$ cat src/rtl/mult_display_sequencer.sv
// Multiplier-result display sequencer: captures a signed 16-bit product, converts
// its magnitude to five BCD digits with a serial shift-add-3 loop, and holds sign/bcd stable.
module mult_display_sequencer (
  input  logic        clk,
  input  logic        reset,
  input  logic        start,
  input  logic [15:0] mult_result,
  output logic        busy,
  output logic        done,
  output logic        sign,
  output logic [19:0] bcd,
  output logic        digits_valid
);

  typedef enum logic [0:0] {
    IDLE    = 1'b0,
    CONVERT = 1'b1
  } state_t;

  // Adds 3 to every nibble that is 5 or more; nibbles never carry into each other.
  function automatic logic [19:0] add3_digits(input logic [19:0] s);
    logic [19:0] r;
    r = 20'h00000;
    for (int i = 0; i < 5; i++) begin
      if (s[4*i +: 4] >= 4'd5) begin
        r[4*i +: 4] = s[4*i +: 4] + 4'd3;
      end else begin
        r[4*i +: 4] = s[4*i +: 4];
      end
    end
    return r;
  endfunction

  state_t      state_r, state_s;
  logic        neg_r, neg_s;
  logic [15:0] mag_r, mag_s;
  logic [19:0] scratch_r, scratch_s;
  logic [3:0]  count_r, count_s;
  logic        busy_r, busy_s;
  logic        done_r, done_s;
  logic        sign_r, sign_s;
  logic [19:0] bcd_r, bcd_s;
  logic        valid_r, valid_s;
  logic [19:0] adj_s;
  logic [19:0] scratch_sh_s;
  logic [15:0] mag_sh_s;

  // Next-state and datapath: capture in IDLE, one shift-add-3 iteration per CONVERT cycle.
  always_comb begin
    state_s   = state_r;
    neg_s     = neg_r;
    mag_s     = mag_r;
    scratch_s = scratch_r;
    count_s   = count_r;
    done_s    = 1'b0;
    sign_s    = sign_r;
    bcd_s     = bcd_r;
    valid_s   = valid_r;
    adj_s     = add3_digits(scratch_r);
    {scratch_sh_s, mag_sh_s} = {adj_s, mag_r} << 6'd1;
    case (state_r)
      IDLE: begin
        if (start) begin
          neg_s     = mult_result[15];
          // 0x8000 negates to itself, which read unsigned is the required 32768.
          mag_s     = mult_result[15] ? (~mult_result + 16'd1) : mult_result;
          scratch_s = 20'h00000;
          count_s   = 4'd0;
          state_s   = CONVERT;
        end else begin
          state_s = IDLE;
        end
      end
      CONVERT: begin
        scratch_s = scratch_sh_s;
        mag_s     = mag_sh_s;
        count_s   = count_r + 4'd1;
        if (count_r == 4'd15) begin
          bcd_s   = scratch_sh_s;
          sign_s  = neg_r;
          done_s  = 1'b1;
          valid_s = 1'b1;
          state_s = IDLE;
        end else begin
          state_s = CONVERT;
        end
      end
      default: begin
        state_s = IDLE;
      end
    endcase
    busy_s = (state_s == CONVERT);
  end

  // State and output registers with synchronous reset.
  always_ff @(posedge clk) begin
    if (reset) begin
      state_r   <= IDLE;
      neg_r     <= 1'b0;
      mag_r     <= 16'h0000;
      scratch_r <= 20'h00000;
      count_r   <= 4'd0;
      busy_r    <= 1'b0;
      done_r    <= 1'b0;
      sign_r    <= 1'b0;
      bcd_r     <= 20'h00000;
      valid_r   <= 1'b0;
    end else begin
      state_r   <= state_s;
      neg_r     <= neg_s;
      mag_r     <= mag_s;
      scratch_r <= scratch_s;
      count_r   <= count_s;
      busy_r    <= busy_s;
      done_r    <= done_s;
      sign_r    <= sign_s;
      bcd_r     <= bcd_s;
      valid_r   <= valid_s;
    end
  end

  assign busy         = busy_r;
  assign done         = done_r;
  assign sign         = sign_r;
  assign bcd          = bcd_r;
  assign digits_valid = valid_r;

endmodule
$ cat config.mk
export PLATFORM = sky130hd
export DESIGN_NAME = mult_display_sequencer
export DESIGN_NICKNAME = d
export VERILOG_FILES = /design/src/rtl/mult_display_sequencer.sv
export SDC_FILE = /design/constraint.sdc
export NUM_CORES = 1
export LEC_CHECK = 0
export ABC_CLOCK_PERIOD_IN_PS = 2300
export CAP_MARGIN = 20
export CORE_AREA = 5 5 66 112
export CTS_CLUSTER_SIZE = 28
export DETAILED_ROUTE_END_ITERATION = 10
export DIE_AREA = 0 0 71 117
export PLACE_DENSITY_LB_ADDON = 0.08
export REMOVE_ABC_BUFFERS = 1
export SYNTH_ARGS = -nofsm -noshare
export SYNTH_HDL_FRONTEND = slang
export SYNTH_SLANG_ARGS = --single-unit
$ cat constraint.sdc
create_clock -name clk -period 2.3 [get_ports clk]
set_input_delay 0.345 -clock clk [delete_from_list [all_inputs] [get_ports clk]]
set_output_delay 0.345 -clock clk [all_outputs]
set_load 0.02 [all_outputs]
==> results.txt, run 1 <==
* Critical Setup Path Class: input pin to flip-flop
- Worst Setup Start Kind: input pin
- HPWL Detailed: ~5700 um
* Maximum fanout count along the critical path: 10
- Combinational fraction of design power: 9.6%
* Cells after Synth: ~400
* Met3 GRT Util: roughly 5.5%
* Reg2Reg Depth: 4
* Die area: around 0.0083 mm2
- Starting Density: about 52%
- Number of cells on the critical path: 7
- Placer congestion estimate: 0.861
- Reg clk slew, reported paths: roughly 0.050 ns
- The internal power of the cells totals between 1.5 and 2 mW.
* Global-route total usage across every layer: 20.0%
- The total count of hold-check failures in the final report came to 0.
* Leading post-synthesis cells by cell area: dfxtp_1, ha_1, a21oi_1, nor2_1, nor3b_1
- After layout, the minimum clock period comes to roughly 1.9 ns.
- First-iteration detailed-routing DRC count: around 150
- Top-level I/O count: 43
- Crit share post-route: 80.7%
* Total design power: 2.65 mW
* Worst path slowest cell: clkdlybuf4s50_1
* TritonCTS Buffers: 9
* Kind of path behind the tightest hold check: input pin to flip-flop
- The signal on the critical path passes through clkdlybuf4s50_1, inv_1, ha_1, nor3b_1, o21ai_0, and3b_1, o32ai_1.
* Leading area contributor after synthesis: dfxtp_1
- Die span in y: between 100 and 150 um
* Final setup fails: 0
- The average instance in the mapped netlist occupies between 8 and 9 um2.
- Setup repair after global routing left no endpoint under its margin.
- Global-route met2 utilization: around 38%
- The net count of the finished layout is about 470.
- After synthesis, the share of flip-flops with an asynchronous set or reset is 0%.
- Dividing the detail-routed wire length by the instance count gives around 15 um.
- Max-slew violation count: 0
* Power density normalized to cell area: 628 mW/mm2
- The synthesized design contains 65 register bits.
* VDD IR-drop max: approximately 450 uV
* Depth of the CTS H-tree: 3
* Hold Path Cell Cnt: 2
- Clock network power share: between 40% and 50%
* Routed WL: a little under 8000 um
- Commonest cells after routing, fill and taps aside: dfxtp_1, clkdlybuf4s50_1, nor2_1
* Total via count in the routed design: around 3000
- Largest delay contributor family on the critical path: buffers and inverters
- Worst clock skew on the final layout: 0.00595 ns
- Entering global routing, the biggest net connects 54 pins.
* Leftover overflow at the end of global routing: 0
- For this design, the CTS-stage hold fixing added 0 buffers.
* Die X-Extent: between 70 and 80 um
- GR Layer Usage met1: ~20%
* Wire length of the first global-routing pass: around 13000 um
* Buffers added on ports: 42
- Post-synthesis instance area: approximately 0.0034 mm2
- Antenna Diode Count: 0
- Of the synthesized area, sequential elements account for 38.5%.
- In this run, post-CTS repair resized a total of 0 instances.
- Row count: 39
* Result of the run: complete, no violations
* Relative slew slack: 57.6%
- Worst Tran Pin Value: 0.633 ns
- At the worst endpoint, the required time is ~2.5 ns.
- Number of global-route vias before repair: slightly below 3000
* Post-CTS Setup Inserts: 0
- The region available for standard cell placement spans between 0.006 and 0.007 mm2.
- Layout cells sized above 1: 12.4%
* Most common library cell in the layout ignoring fill and taps: dfxtp_1
* Remaining antenna violation count after routing: 0
- The worst setup path is captured at a flip-flop.
- Counting distinct cell types in the post-synthesis netlist gives between 50 and 60.
- Net Sw Power: 0.654 mW
- Via count normalized by instance count: 5.74
* Number of iterations in the first detailed-routing pass: 4
- Core occupancy in the finished layout: 65.6%
- Proportion of total power due to net switching: 24.7%
* Root buffer cell: clkbuf_16
- TritonCTS built the clock tree.
- The layer flagged by global routing as most heavily used is met2.
* FMAX: 0.539 GHz
- Number of enable-type register cells in the synthesized netlist: 0
* Max-capacitance violation count: 0
* Synthesis-to-finish area growth: 25.2%
* Worst path max stage delay: 0.47 ns
- Number of buffer and inverter stages on the critical path: 2
- Yosys printed 0 warnings.
- Clock net sink count: 65
* Clock tree buffer depth: 2
* Part of the power in registers: between 40% and 50%
- Critical Path AT: 2.09 ns
- Summed over all cells, the static leakage comes to about 1.4 nW.
- Worst-skew pair later-pin latency: 0.33 ns
* Number of remaining DRC errors: 0
- The initial antenna violation count came to 0.
- The most used flip-flop cell after synthesis is dfxtp_1.
- Post-synth top area share: about 39%
## state kept, by name (all words and copies together), names as in the netlist
name / cells
bcd: 20
scratch_r: 20
mag_r: 16
count_r: 4
busy: 1
digits_valid: 1
done: 1
neg_r: 1
sign: 1
## per-stage QoR
stage               TNS, ns  instance area [um2]  cells  hold WS [ns]  setup WS [ns]
CTS                       0                 4230    525         0.373          0.438
finish                    0                 4230    525         0.377          0.445
floorplan            -14.98                 3260    367         0.414         -0.768
detailed placement        0                 3950    509         0.452          0.127
global route              0                 4230    525         0.409          0.266
global placement          0                 3950    509         0.439          0.168
## per-layer routing
metal	routed length (um)	vias up
met4	148	0
met3	311	8
met1	3050	1433
met5	0	-
li1	-	1521
met2	4310	54
## power by group through the flow
stage	clock network, mW	logic [mW]	registers [mW]
2_1_floorplan	0	0.109	1.20
3_3_place_gp	0	0.251	1.19
3_5_place_dp	0	0.255	1.20
4_1_cts	1.26	0.255	1.17
5_1_grt	1.31	0.277	1.17
6_report	1.23	0.254	1.17
## path summary, 6_finish.rpt
check	slack [ns]	from	endpoint
worst max-delay path	0.44	mult_result[1]	mag_r[4]$_SDFFE_PP0P_
worst min-delay path	0.38	reset	count_r[1]$_SDFFE_PP0P_
worst max register to register	0.50	count_r[0]$_SDFFE_PP0P_	bcd[2]$_SDFFE_PP0P_
worst min register to register	0.46	mag_r[4]$_SDFFE_PP0P_	mag_r[5]$_SDFFE_PP0P_
## cell usage after synthesis (4+ instances only)
master,number
a211oi_1,6
a21oi_1,29
a311oi_1,6
a41oi_1,4
and2_1,4
buf_2,4
clkbuf_1,24
dfxtp_1,65
ha_1,12
inv_1,21
mux2_2,5
mux2i_1,7
nand2_1,15
nand2b_1,14
nand3_1,6
nor2_1,38
nor2b_1,7
nor3_1,11
nor3b_1,15
o21ai_0,15
o21ba_2,4
o22ai_1,16
o32ai_1,11
or3_1,5
xnor2_1,9
## worst register-to-register path, delay by kind of cell, from the launching register on
kind	cells	cell delay, ns
and+or+nand+nor	2	0.85
DFF	1	0.39
AOI/OAI and AO/OA	1	0.28
adders and majority gates	1	0.20
## cell families after synthesis
group / Yosys count / synth area share [%]
fa+ha+maj: 12 / 4.45
flops: 65 / 38.5
xor+xnor: 12 / 3.11
buf+inv: 50 / 5.71
simple gates: 138 / 22.8
mux: 12 / 3.74
compound gates: 107 / 21.6
## cell type report
class | count | area, um2
Clock buffer | 9 | 225
Clock inverter | 7 | 47.5
Fill cell | 564 | 2210
Inverter | 21 | 78.8
Multi-Input combinational cell | 281 | 1880
Sequential cell | 65 | 1300
Tap cell | 82 | 103
Timing Repair Buffer | 60 | 588
Power figures use the tool's default switching activity.
==> run 2: changes to the inputs <==
ABC_CLOCK_PERIOD_IN_PS = 1750   (was 2300)
clock period = 1.75 ns   (was 2.3 ns; I/O delays follow)
==> run 2 against run 1 <==
Via count increased by 1.9%. Clock power increased by 76%. Worst hold slack got worse by 0.056 ns. Register-to-register slack got worse by 0.41 ns. Die area unchanged. Critical path type is now flip-flop to output port.
==> results.txt, run 2 (synthesis results as in run 1) <==
- Root buffer cell: clkbuf_16
* Crit share post-route: 96.2%
* Worst Tran Pin Value: 0.455 ns (-0.178 ns)
- Wire length of the first global-routing pass: 13700 um (+5.2%)
* Worst-skew pair later-pin latency: 0.33 ns (about the same)
* Number of global-route vias before repair: 3060 (+5.2%)
* Data required time of the worst path: 1.49 ns (-1.04 ns)
* Final setup fails: 0 (unchanged)
* Number of antenna violations at the first check in global routing: 0 (unchanged)
- Unrepaired setup endpoints after global routing: false
- The detail-routed net length per standard cell was 14.8 um (-0.72%).
- Worst Setup Start Kind: flip-flop
- Starting Density: 52.4% (unchanged)
* Final Critical Period: about 1.7 ns
- Endpoints failing hold: 0 (unchanged)
* FMAX: roughly 0.59 GHz
- Global-route met2 utilization: 39.9% (+2.2 points)
- The number of vias after detailed routing came to 3072 (+1.9%).
* Category of the worst setup path capture point: output port
- Top-level I/O count: 43 (unchanged)
- The number of gates on the worst path with buffers counted is 1 (-6).
* Hold-fix buffers, CTS: 0 (unchanged)
- The maximum number of pins on one net before global-route repair is 33 (-39%).
- The post-detailed-route count of antenna-violating nets is 0 (unchanged).
* Number of iterations in the first detailed-routing pass: 4 (unchanged)
* Worst path max stage delay: 0.64 ns (+0.17 ns)
- Buffers added on ports: 42 (unchanged)
* Max-slew violation count: 0 (unchanged)
- The max capacitance violation total is 0 (unchanged).
- Hold slack final: 0.321 ns (-0.0563 ns)
* VDD IR-drop max: 530 uV (+17%)
- Placer congestion estimate: 0.853 (-0.92%)
* TritonCTS clock tree: done
* Most common library cell in the layout ignoring fill and taps: dfxtp_1
- Leaving out fill and tap cells, the most frequent cells in the layout are dfxtp_1, clkdlybuf4s50_1, nor2_1.
- The total placed instance area is 0.00413 mm2 (+4.5%).
- Floorplan Core Area: 0.00644 mm2 (unchanged)
- Reg clk slew, reported paths: 0.05 ns (about the same)
- The routing usage on met1 was 21.1% (+0.78 points).
- The vertical extent of the die was 117 um (unchanged).
- Die area: 0.00831 mm2 (unchanged)
- Maximum fanout count along the critical path: 13 (+3)
* Result of the run: complete, no violations
* Via count normalized by instance count: 5.62 (-2.2%)
* Layout cells sized above 1: 16.8% (+4.4 points)
- The min-delay analysis places its worst path in the category input pin to flip-flop.
* Clock tree buffer depth: 2 (unchanged)
* Antenna Diode Count: 0 (unchanged)
* Depth of the CTS H-tree: 3 (unchanged)
* Power density normalized to cell area: 906 mW/mm2 (+44%)
* Reg2Reg Depth: 6 (+2)
* Layer with the highest usage after global routing: met2
- The aggregate routed wire length came to 8090 um (+3.4%).
- Post-layout nets: 491 (+4.7%)
- List of cells traversed by the critical path: clkdlybuf4s50_1
* Hold Path Cell Cnt: 2 (unchanged)
- Global-route total usage across every layer: 20.6% (+0.64 points)
- The post-placement worst setup slack came to -0.288 ns (-0.415 ns).
- The worst-case headroom to the max-slew limit came to 69.4% (+12 points).
- Critical Setup Path Class: flip-flop to output port
- The setup skew after layout came to 0.00488 ns (-0.00107 ns).
* HPWL Detailed: 5930 um (+3.8%)
- The post-route cell area came to 0.00451 mm2 (+6.7%).
- The static leakage power was 1.60 nW (+12%).
* Critical Path AT: 1.42 ns (-0.67 ns)
- Met3 GRT Util: 4.19% (-1.3 points)
* Worst path slowest cell: clkdlybuf4s50_1
- TritonCTS Buffers: 9 (unchanged)
- Row count: 39 (unchanged)
- The number of sinks handled by clock tree synthesis came to 65 (unchanged).
* Number of remaining DRC errors: 0 (unchanged)
- Relative to the synthesized area, the layout overhead comes to 33.6%.
* First-iteration detailed-routing DRC count: 138 (-4.8%)
* Leftover overflow at the end of global routing: 0 (unchanged)
- Largest delay contributor family on the critical path: buffers and inverters
- Number of buffer and inverter stages on the critical path: 1 (-1)
- Die X-Extent: 71 um (unchanged)
- The worst setup margin is 0.0667 ns (-0.378 ns).
==> run 2: cell types whose count changed in the layout (fill, tap and decap cells not counted), sizes merged <==
| cell | before | now |
|---|---|---|
| buf | 19 | 41 |
| bufinv | 0 | 4 |
| clkinv | 5 | 2 |
| clkinvlp | 2 | 0 |
| clkbuf | 9 | 10 |
==> run 2: per-layer routing <==
metal	share of wire, %	up-vias	wire (um)
li1	-	1567	-
met1	39	1437	3180
met2	55	55	4450
met3	3.4	13	273
met4	2.3	0	183
met5	0	-	0
==> run 2: through the flow <==
step | instances | TNS [ns] | utilization, % | power, mW
after floorplan | 367 | -44.81 | - | 1.72
after global placement | 531 | -1.30 | 64.1 | 1.94
after detailed placement | 531 | -1.69 | 64.1 | 1.94
after CTS | 547 | 0 | 69.8 | 4.10
after global routing | 547 | 0 | 70.0 | 4.20
final | 547 | 0 | 70.0 | 4.08
==> run 2: cell type report <==
type	count	area (um2)
Fill cell	543	1930
Multi-Input combinational cell	281	1900
Sequential cell	65	1310
Timing Repair Buffer	82	766
Clock buffer	10	229
Clock inverter	6	130
Tap cell	82	103
Inverter	21	78.8
==> run 2: repair_timing <==
| action | CTS | global route |
|---|---|---|
| cloned | 0 | 0 |
| resized for setup | 1 | 3 |
| setup buffers | 0 | 0 |
| setup endpoints to repair | 1 | 6 |
==> run 2: path summary, 6_finish.rpt <==
check / from / to / slack [ns]
max: busy$_SDFF_PP0_ / busy / 0.07
min: reset / mag_r[1]$_SDFFE_PP0P_ / 0.32
max reg2reg: scratch_r[8]$_SDFFE_PP0P_ / bcd[10]$_SDFFE_PP0P_ / 0.09
min reg2reg: mag_r[2]$_SDFFE_PP0P_ / mag_r[3]$_SDFFE_PP0P_ / 0.45
==> run 2: where the power goes <==
part	internal (mW)	leakage, nW	switching [mW]
combinational	0.194	0.894	0.182
sequential	1.51	0.527	0.0252
clock	1.53	0.176	0.639
==> run 3: changes to the inputs <==
SKIP_LAST_GASP = 1   (was not set)
TNS_END_PERCENT = 5   (was not set)
==> run 3 against run 2 <==
First-iteration DRC count decreased by 3.6%. Clock skew hardly changed. Global-route usage unchanged. Setup slack gained 0.00062 ns. Worst hold slack about the same. Final cell count unchanged. Critical endpoint unchanged.
==> results.txt, run 3 (synthesis results as in run 1) <==
- Static leakage power: 1.60 nW (about the same)
- In this run the clock root is driven by a clkbuf_16.
* Leftover overflow at the end of global routing: 0 (unchanged)
- Floorplan Core Area: 0.00644 mm2 (unchanged)
- Leaving out fill and tap cells, the most frequent cell in the layout is dfxtp_1.
- The maximum number of pins on one net before global-route repair was 33 (unchanged).
- The minimum clock period after layout came to 1.68 ns (-0.000620 ns).
* Net Sw Power: 0.848 mW (+0.30%)
* Reg clk slew, reported paths: 0.05 ns (about the same)
- Number of antenna violations at the first check in global routing: 0 (unchanged)
- The slew at the pin with the worst max-slew slack is 0.530 ns (+0.0750 ns).
- The signal on the critical path passes through clkdlybuf4s50_1.
* Commonest cells after routing, fill and taps aside: dfxtp_1, clkdlybuf4s50_1, nor2_1
- Source of the worst hold timing path: reset
* Part of the power in registers: 37.7% (about the same)
- The overall routing resource usage was 20.6% (unchanged).
* Row count: 39 (unchanged)
* Kind of path behind the tightest hold check: input pin to flip-flop
- Relative slew slack: 64.6% (-4.7 points)
- The count of TritonRoute iterations in the first routing pass was 4 (unchanged).
- Layout cells sized above 1: 16.3% (-0.43 points)
- The number of fill cells in the layout was 542 (-0.18%).
* Placer congestion estimate: 0.853 (unchanged)
- FMAX: 0.594 GHz (about the same)
- Routed WL: 8070 um (-0.22%)
- Result of the run: complete, no violations
- The total count of hold-check failures in the final report came to 0 (unchanged).
- The maximum buffer depth of the clock tree was 2 (unchanged).
- The filler-free cell count of the finished design came to 547 (unchanged).
* Number of buffer and inverter stages on the critical path: 1 (unchanged)
- The post-route total power is 4.09 mW (about the same).
- The number of buffers added for setup after CTS is 0 (unchanged).
* Unrepaired setup endpoints after global routing: true
* Die X-Extent: 71 um (unchanged)
- The number of cells on the worst reg-to-reg path came to 6 (unchanged).
* Post-place instance area: 0.00413 mm2 (unchanged)
- Worst-skew pair later-pin latency: 0.33 ns (about the same)
* Worst Setup Start Kind: flip-flop
* Register-to-Register Setup Slack: 0.09 ns (about the same)
- Top-level I/O count: 43 (unchanged)
- The endpoint required time on the critical path was 1.49 ns (about the same).
- The post-route cell area came to 0.00450 mm2 (-0.11%).
- The DRC violation total after the first TritonRoute iteration is 133 (-3.6%).
- Cell internal pwr: 3.24 mW (about the same)
- Die span in y: 117 um (unchanged)
- The number of vias after detailed routing was 3060 (-0.39%).
- Worst clock skew on the final layout: 0.00488 ns (-0.00000261 ns)
- Clock net sink count: 65 (unchanged)
* Antenna Diode Count: 0 (unchanged)
- The switching power share of the total came to 20.8% (+0.050 points).
* Worst Hold Endpoint: mag_r[1]$_SDFFE_PP0P_
* HPWL Detailed: 5930 um (unchanged)
- Clock network power share: 53.1% (about the same)
- The startpoint identified for the worst register-to-register timing path is scratch_r[8]$_SDFFE_PP0P_.
- The top fanout value on the critical path was 13 (unchanged).
- Hold-fix buffers, CTS: 0 (unchanged)
* Max-capacitance violation count: 0 (unchanged)
- Compared with the post-synthesis result, the final layout area differs by 33.4%.
- Final setup fails: 0 (unchanged)
* Critical Path AT: 1.42 ns (about the same)
- The post-detailed-route count of antenna-violating nets was 0 (unchanged).
- The starting density of the core is 52.4% (unchanged).
* Hold Path Cell Cnt: 2 (unchanged)
- The combinational share of power came to 9.2% (about the same).
- Worst path max stage delay: 0.64 ns (about the same)
- The total clock buffers created by CTS was 9 (unchanged).
- TritonCTS built the clock tree.
* Number of remaining DRC errors: 0 (unchanged)
* Crit share post-route: 96.2% (about the same)
- Among cell families on the critical path, the largest total delay comes from buffers and inverters.
- The number of nets in the final layout is 491 (unchanged).
* Wirelength per Cell: 14.7 um (-0.22%)
- The number of buffers inserted by port buffering is 42 (unchanged).
* VDD IR-drop max: 531 uV (about the same)
* Pre-CTS setup slack: -0.288 ns (unchanged)
* Category of the worst setup path capture point: output port
- Die area: 0.00831 mm2 (unchanged)
- The via density per instance came to 5.59 (-0.39%).
- The via count of the first global-routing pass was 3060 (unchanged).
* Critical Setup Path Class: flip-flop to output port
- In this run the critical register-to-register path is captured at bcd[10]$_SDFFE_PP0P_.
* Final setup slack of the worst path: 0.0673 ns (+0.000620 ns)
- The count of H-tree levels built during CTS was 3 (unchanged).
- Max-slew violation count: 0 (unchanged)
* Power density normalized to cell area: 907 mW/mm2 (+0.17%)
- Worst path slowest cell: clkdlybuf4s50_1
* Wire length of the first global-routing pass: 13700 um (unchanged)
* Placed cell count: 531 (unchanged)
- The count of cells resized by post-cts repair was 1 (unchanged).
[run 3: cell counts in the layout (fill, tap and decap cells not counted)]
Identical to the previous run, type by type.
[run 3: power groups by stage]
stage / sequential, mW / clock [mW] / combinational, mW
2_1_floorplan: 1.58 / 0 / 0.143
3_3_place_gp: 1.57 / 0 / 0.369
3_5_place_dp: 1.57 / 0 / 0.373
4_1_cts: 1.54 / 2.19 / 0.374
5_1_grt: 1.54 / 2.24 / 0.412
6_report: 1.54 / 2.17 / 0.376
[run 3: how the worst max path moves through the flow]
stage                                        from                      to  slack, ns  cells past startpoint
after floorplan                   busy$_SDFF_PP0_    bcd[10]$_SDFFE_PP0P_      -1.32                      3
after global placement             mult_result[4]  mag_r[11]$_SDFFE_PP0P_      -0.26                      5
after detailed placement           mult_result[4]  mag_r[11]$_SDFFE_PP0P_      -0.29                      5
after CTS                         busy$_SDFF_PP0_                    busy       0.05                      1
after global routing      count_r[0]$_SDFFE_PP0P_     bcd[1]$_SDFFE_PP0P_      -0.02                      4
final                             busy$_SDFF_PP0_                    busy       0.07                      1
[run 3: area by class of cell]
class	instances	area, um2	share of cell area [%]
repair buffers	82	766	17.0
well taps	82	103	2.28
flip-flops and latches	65	1310	29.0
inverters	21	78.8	1.75
clock inverters	6	130	2.89
clock buffers	10	229	5.08
multi-input cells	281	1890	42.0
[run 3: through the flow]
| step | hold WS [ns] | util [%] | TNS (ns) |
|---|---|---|---|
| after floorplan | 0.332 | - | -44.81 |
| after global placement | 0.439 | 64.1 | -1.30 |
| after detailed placement | 0.444 | 64.1 | -1.69 |
| after CTS | 0.318 | 69.8 | 0 |
| after global routing | 0.352 | 69.9 | -0.0508 |
| final | 0.320 | 69.9 | 0 |
[run 3: layer usage]
layer / GRT usage [%] / up-vias / routed length (um)
met4: 8.66 / 0 / 210
met2: 39.9 / 56 / 4400
met3: 4.19 / 15 / 293
li1: - / 1567 / -
met5: 0 / - / 0
met1: 21.1 / 1422 / 3170
